### config.mk
export PLATFORM = sky130hd
export DESIGN_NAME = pattern_tx
export DESIGN_NICKNAME = d
export VERILOG_FILES = /design/src/rtl/pattern_tx.sv
export SDC_FILE = /design/constraint.sdc
export NUM_CORES = 1
export LEC_CHECK = 0
export ABC_CLOCK_PERIOD_IN_PS = 4550
export BUFFER_PORTS_ARGS = -buffer_cell sky130_fd_sc_hd__buf_4
export CAP_MARGIN = 20
export CELL_PAD_IN_SITES_DETAIL_PLACEMENT = 0
export CELL_PAD_IN_SITES_GLOBAL_PLACEMENT = 1
export CORE_MARGIN = 2
export CORE_UTILIZATION = 30
export CTS_BUF_LIST = sky130_fd_sc_hd__clkbuf_4 sky130_fd_sc_hd__clkbuf_8
export CTS_CLUSTER_DIAMETER = 30
export CTS_CLUSTER_SIZE = 30
export DETAILED_ROUTE_END_ITERATION = 8
export GPL_TIMING_DRIVEN = 0
export HOLD_SLACK_MARGIN = 0.05
export PLACE_DENSITY_LB_ADDON = 0.1
export SKIP_LAST_GASP = 1
export SYNTH_ARGS = -nofsm -noshare
export SYNTH_HDL_FRONTEND = slang
export SYNTH_SLANG_ARGS = --single-unit
### constraint.sdc
create_clock -name clk -period 4.55 [get_ports clk]
set_input_delay 1.1375 -clock clk [delete_from_list [all_inputs] [get_ports clk]]
set_output_delay 1.1375 -clock clk [all_outputs]
set_load 0.01 [all_outputs]
### src/rtl/pattern_tx.sv
// pattern_tx: serialises a captured word MSB-first onto dout, optionally
// repeating it with zero-filled idle gaps between repeats, then pulses done.
//
// Parameters
//   WIDTH  maximum payload bits per word
//   GAP    idle cycles inserted between repeated words (0..15)
//
// Ports
//   clk     rising-edge clock
//   rst     synchronous active-high reset
//   start   transfer request, accepted only while ready=1
//   data    payload word, sent from bit len-1 down to bit 0
//   len     bits per word (0 or >WIDTH means WIDTH)
//   rpt     additional repeats (word sent rpt+1 times)
//   ready   high only while idle
//   dout    serial bit stream
//   dvalid  high while dout carries a payload bit
//   busy    high while shifting, gapping or signalling done
//   done    one-cycle pulse after the final bit of the final repeat
//
// Every output is a register loaded from the next-state logic, so the first
// payload bit appears in the cycle after start is accepted.
module pattern_tx #(
  parameter int WIDTH = 8,
  parameter int GAP   = 1
) (
  input  logic             clk,
  input  logic             rst,
  input  logic             start,
  input  logic [WIDTH-1:0] data,
  input  logic [3:0]       len,
  input  logic [3:0]       rpt,
  output logic             ready,
  output logic             dout,
  output logic             dvalid,
  output logic             busy,
  output logic             done
);

  // Length/counter width: wide enough for WIDTH and for the 4-bit len input.
  localparam int LW = ($clog2(WIDTH + 1) > 4) ? $clog2(WIDTH + 1) : 4;
  localparam logic [3:0] GAP_LAST = (GAP > 0) ? 4'(GAP - 1) : 4'd0;

  typedef enum logic [1:0] {
    S_IDLE  = 2'd0,
    S_SHIFT = 2'd1,
    S_GAP   = 2'd2,
    S_DONE  = 2'd3
  } state_t;

  state_t           state, state_n;
  logic [WIDTH-1:0] word, word_n;
  logic [LW-1:0]    len_r, len_n;
  logic [3:0]       rpt_r, rpt_n;
  logic [LW-1:0]    cnt, cnt_n;
  logic [3:0]       gap_c, gap_n;
  logic             ready_n, dout_n, dvalid_n, busy_n, done_n;

  // Illegal lengths (0 or longer than the word) fall back to the full word.
  function automatic logic [LW-1:0] eff_len(input logic [3:0] l);
    if (l == 4'd0 || LW'(l) > LW'(WIDTH))
      return LW'(WIDTH);
    return LW'(l);
  endfunction

  function automatic logic bit_at(input logic [WIDTH-1:0] w, input logic [LW-1:0] pos);
    logic [WIDTH-1:0] s;
    s = w >> pos;
    return s[0];
  endfunction

  always_comb begin
    state_n  = state;
    word_n   = word;
    len_n    = len_r;
    rpt_n    = rpt_r;
    cnt_n    = cnt;
    gap_n    = gap_c;
    ready_n  = 1'b0;
    dout_n   = 1'b0;
    dvalid_n = 1'b0;
    busy_n   = 1'b0;
    done_n   = 1'b0;

    case (state)
      S_IDLE: begin
        ready_n = 1'b1;
        if (start) begin
          word_n   = data;
          len_n    = eff_len(len);
          rpt_n    = rpt;
          cnt_n    = '0;
          state_n  = S_SHIFT;
          ready_n  = 1'b0;
          busy_n   = 1'b1;
          dvalid_n = 1'b1;
          dout_n   = bit_at(data, eff_len(len) - LW'(1));
        end
      end

      // cnt is the index (0-based, MSB first) of the bit currently on dout.
      S_SHIFT: begin
        busy_n = 1'b1;
        if (cnt == len_r - LW'(1)) begin
          if (rpt_r != 4'd0) begin
            if (GAP > 0) begin
              state_n = S_GAP;
              gap_n   = 4'd0;
            end else begin
              // No gap: restart the word immediately so dvalid stays high.
              cnt_n    = '0;
              rpt_n    = rpt_r - 4'd1;
              dvalid_n = 1'b1;
              dout_n   = bit_at(word, len_r - LW'(1));
            end
          end else begin
            state_n = S_DONE;
            done_n  = 1'b1;
          end
        end else begin
          cnt_n    = cnt + LW'(1);
          dvalid_n = 1'b1;
          dout_n   = bit_at(word, len_r - LW'(2) - cnt);
        end
      end

      S_GAP: begin
        busy_n = 1'b1;
        if (gap_c == GAP_LAST) begin
          state_n  = S_SHIFT;
          cnt_n    = '0;
          rpt_n    = rpt_r - 4'd1;
          dvalid_n = 1'b1;
          dout_n   = bit_at(word, len_r - LW'(1));
        end else begin
          gap_n = gap_c + 4'd1;
        end
      end

      S_DONE: begin
        state_n = S_IDLE;
        ready_n = 1'b1;
      end

      default: begin
        state_n = S_IDLE;
        ready_n = 1'b1;
      end
    endcase
  end

  // Control and output register stage.
  always_ff @(posedge clk) begin
    if (rst) begin
      state  <= S_IDLE;
      len_r  <= '0;
      rpt_r  <= '0;
      cnt    <= '0;
      gap_c  <= '0;
      ready  <= 1'b1;
      dout   <= 1'b0;
      dvalid <= 1'b0;
      busy   <= 1'b0;
      done   <= 1'b0;
    end else begin
      state  <= state_n;
      len_r  <= len_n;
      rpt_r  <= rpt_n;
      cnt    <= cnt_n;
      gap_c  <= gap_n;
      ready  <= ready_n;
      dout   <= dout_n;
      dvalid <= dvalid_n;
      busy   <= busy_n;
      done   <= done_n;
    end
  end

  // Captured payload word; only ever read while a transfer is active.
  always_ff @(posedge clk) begin
    word <= word_n;
  end

endmodule

# After elaboration in Yosys (flattened, before gate mapping)
# Cells that the tools add are included.
[classes]
n_reduce_logical = 15
muxes = 35
magnitude_cmp = 1
bitwise_logic = 2
shifts = 3
eq_ne = 10
addsub = 7
[ops]
columns = ["operator", "count"]
rows = [
  ["$mux 4", 12],
  ["$shr 8x4->1", 3],
  ["$pmux 4 s2", 2],
  ["$mux 1", 12],
  ["$ne 2x2->1 const B", 6],
  ["$pmux 4 s3", 1],
  ["$sub 4x1->4 const B", 3],
  ["$add 4x1->4 const B", 2],
  ["$logic_not 4->1", 2],
  ["$pmux 2 s4", 1],
  ["$reduce_and 4->1", 2],
  ["$mux 2", 3],
  ["$pmux 1 s3", 2],
  ["$reduce_and 3->1", 2],
  ["$eq 2x2->1 const B", 2],
  ["$eq 4x4->1", 1],
  ["$gt 4x4->1 const B", 1],
  ["$pmux 1 s2", 2],
  ["$reduce_bool 2->1", 2],
  ["$reduce_bool 4->1", 1],
  ["$sub 4x2->4 const B", 1],
  ["$sub 4x4->4", 1],
  ["$reduce_bool 3->1", 1],
  ["$reduce_or 3->1", 1],
  ["6 further kinds", 7],
]
[word_totals]
word_cells = 84
inputBits = 19
reg_bits = 31
out_inout_bits = 5

# Depth between registers and ports, before layout
[depth]
ltp_word = 12
ltp_mapped = 10
ltp_nobuf = 10

# Least setup slack after synthesis
# Ideal clock, no wire load.
[synth_path]
kind = "register -> register"
start = "register len_r[0]"
end = "register gap_c[1]"
path_slack_ns = 2.379
period_less_slack_ns = 2.171
n_path_buf = 1
setup_time_ns = 0.074
stages_incl_launch_ff = 9
required_ns = 4.476
arrival_ns = 2.096
path_cell_list = "dfxtp_1 inv_1 ha_1 xnor2_1 or3_1 buf_6 nor3_1 mux2_2 a31oi_1"
[synth_between]
elab_chain_len = 4
[synth_rtl]
columns = ["item", "line_no", "rtl"]
rows = [
  ["from (decl)", "53", "logic [LW-1:0] len_r, len_n;"],
  ["from (signal assigned)", "167", "len_r <= len_n;"],
  ["$sub 4x1->4", "104", "if (cnt == len_r - LW'(1)) begin"],
  ["$eq 4x4->1", "104", ""],
  ["$ne 2x2->1 (no line)", "-", ""],
  ["$reduce_and 4->1 (no line)", "-", ""],
  ["to (signal assigned)", "170", "gap_c <= gap_n;"],
  ["to (decl)", "56", "logic [3:0] gap_c, gap_n;"],
]
# No other way between the ends.
# A chain may end at the register's enable or synchronous reset.

# Worst setup path after layout
# Same ends and word-level chain as after synthesis.

==> flow_summary.toml <==
[critical_path]
crit_path_end_kind = "flip-flop"
cp_cell_sequence = "inv_1 -> ha_1 -> xnor2_1 -> or3_1 -> buf_6 -> nor3_1 -> mux2_2 -> a31oi_1"
cp-start-kind = "flip-flop"
max_stage_delay_ns = 0.48
worst_ep_required_time_ns = 4.75
crit_family = "simple AND/OR/NAND/NOR gates"
cp_slowest_cell = "dfxtp_1"
cp_data_arrival_time_ns = 2.63
critical_path_class = "flip-flop to flip-flop"
cp_max_fo = 6
critical_path_buf_inv_count = 2

[placed_design]
place_congestion = 0.7784
portBuffers = 23
dpl.hpwl_um = 3570
placed_area_um2 = 2190

[clock_tree]
clock_latency_ns = 0.28
numCtsBuffers = 5
post_cts_resized = 0
cts_hold_buffers = 0
cts-root-buf = "clkbuf_8"
h-tree-depth = 2
cts.clk_slew.worst_paths_ns = 0.06
cts_sinks = 31
cts_setup_buffers = 0
cts_max_path_buffers = 2
cts_tree = "yes"

[synthesis]
syn_nets = 228
postSynthCellCount = 194
synth-async-reset-ratio_pct = 0
ys_seq_area_share_pct = 36.48
yosys.area.top_type = "dfxtp_1"
yosysWarningCount = 0
synth-edff-count = 8
syn_area_um2 = 1921
netlist_top_cells_area = "dfxtp_1 (24%), edfxtp_1 (13%), ha_1 (9.1%)"
yosys.cell_types.count = 51
synthFlopType = "dfxtp_1"
ys_ff_latch = 31
synth_top_area_share_pct = 23.97
synth.avg_cell_area_um2 = 9.900

[power_and_ir_drop]
seqPwrFrac_pct = 45.3
combPwrFrac_pct = 24.7
p_per_area_nw_per_um2 = 313.6
p_int_uw = 495.9
p_sw_share_pct = 30.48
peakVddDrop_uv = 146.5
total_power_uw = 713.3
p_leak_nw = 0.8616
power_switching_uw = 217.4
clkPwrFrac_pct = 30.0

[floorplanning]
rows = 29
die_w_um = 84.01
initial_utilization_pct = 30.60
die_area_um2 = 7058
coreArea_um2 = 6277
die_h_um = 84.01
ios = 24

[final_layout]
utilization_pct = 36.24
num-fill-cells = 649
multiInputGateArea_um2 = 1119
nNetsFinal = 258
ff_latch_area_um2 = 700.7
antenna_cells = 0
drive_above_1_share_pct = 23.56
syn2layout_area_growth_pct = 18.44
layout_common_cells = "dfxtp_1 (23), buf_4 (23), inv_1 (17), nand2_1 (14), ha_1 (14)"
finalInstanceArea_um2 = 2275

[hold_path]
hold_path.class = "flip-flop to flip-flop"

[grt]
grt_pass1_wl_um = 7721
grt_max_degree = 13
antenna_found_initial = 0
grt-ovfl-total = 0
grtUsageTotal_pct = 13.79
grt_pass1_vias = 1526

[routing]
viasPerCell = 5.050
drtIter0Drc = 87
routed_wl_um = 4590
post-route-drc-count = 0
wl_per_cell_um = 15.20
dr.pass1.iters = 4
num_vias = 1525
ant_nets = 0

[sta]
min_period_ns = 2.426
relSlewSlack_pct = 59.68
rsz0062_at_grt = "no"
max_freq_mhz = 412.2
final.setup.tns_ns = 0
finClkSkew_ns = 0.004839
setup_violations = 0
worst_slew_pin_slew_ns = 0.6027
report.final.hold_viol_count = 0
fin_crit_sh_pct = 53.32
slew_violations = 0

[run_status]
status = "completed"

[flow_run]
cap_violations = 0
flip-flops by register name, summed over array words and instances (netlist names):
name / flops
busy: 1
cnt: 4
done: 1
dout: 1
dvalid: 1
gap_c: 4
len_r: 4
ready: 1
rpt_r: 4
state: 2
word: 8
area by class of cell:
cell class / count / area share [%]
sequential: 31 / 30.80
buffer: 6 / 1.650
inverter: 17 / 2.805
clock inverter: 2 / 0.3850
tap: 77 / 4.235
clock buffer: 6 / 3.355
multi-input combinational: 140 / 49.17
timing repair buffer: 23 / 7.591
cells by family after synthesis:
group | Yosys count | share of synthesized area [%]
buffers and inverters | 23 | 5.276
AND/OR/NAND/NOR | 60 | 16.61
AO/OA/AOI/OAI | 48 | 18.96
adder cells (fa/ha/maj) | 15 | 10.16
multiplexers | 9 | 8.078
flip-flops | 31 | 36.48
XOR/XNOR | 8 | 4.430
synth_stat cells (all sizes together) (2+ instances only):
master	number
nand4	3
mux2	2
nor2b	4
dfxtp	23
o211ai	3
xnor2	2
nand3	2
a21oi	12
inv	17
or3	4
nor3b	4
buf	2
ha	14
nand2b	3
xor2	5
o2111a	2
mux4	5
nor4	2
nor3	9
edfxtp	8
o21ai	9
o21a	3
nor2	10
a21o	2
mux2i	2
a311oi	2
clkbuf	4
a31o	3
nand2	14
a31oi	4
worst paths after layout:
kind / start / end / slack, ns / cells past startpoint
max reg2reg: len_r[0]$_SDFFE_PP0P_ / gap_c[1]$_SDFFE_PP0P_ / 2.12 / 8
min reg2reg: rpt_r[3]$_SDFFE_PP0P_ / rpt_r[3]$_SDFFE_PP0P_ / 0.50 / 2
max: len_r[0]$_SDFFE_PP0P_ / gap_c[1]$_SDFFE_PP0P_ / 2.12 / 8
min: rpt_r[3]$_SDFFE_PP0P_ / rpt_r[3]$_SDFFE_PP0P_ / 0.50 / 2
power by group through the flow:
| stage | Clock (mW) | Combinational [mW] | Sequential, mW |
|---|---|---|---|
| 4_1_cts | 0.223 | 0.178 | 0.323 |
| 3_5_place_dp | 0 | 0.178 | 0.329 |
| 3_3_place_gp | 0 | 0.177 | 0.329 |
| 6_report | 0.214 | 0.176 | 0.323 |
| 5_1_grt | 0.234 | 0.199 | 0.326 |
| 2_1_floorplan | 0 | 0.122 | 0.326 |
worst reg2reg max path, stage by stage, from the launching register on:
cell and delay [ns]:
dfxtp_1 0.48, inv_1 0.13, ha_1 0.37, xnor2_1 0.14
or3_1 0.38, buf_6 0.15, nor3_1 0.21, mux2_2 0.36
a31oi_1 0.15
metal layers:
layer / global-route usage, % / routed length, um / part of all wire [%] / vias up
met5: 0 / 0 / 0 / -
met4: 3.959 / 60 / 1.3 / 0
met3: 3.066 / 114 / 2.5 / 6
met2: 20.22 / 1968 / 43 / 18
met1: 20.26 / 2447 / 53 / 728
li1: - / - / - / 773
stage by stage:
| step | instances | setup WS (ns) | hold WS [ns] |
|---|---|---|---|
| after floorplan | 194 | 2.379 | 0.4665 |
| after global placement | 294 | 2.037 | 0.4805 |
| after detailed placement | 294 | 2.065 | 0.4897 |
| after CTS | 302 | 2.071 | 0.4988 |
| after global routing | 302 | 1.920 | 0.5335 |
| final | 302 | 2.124 | 0.5021 |
(Power assumes the default switching activity.)
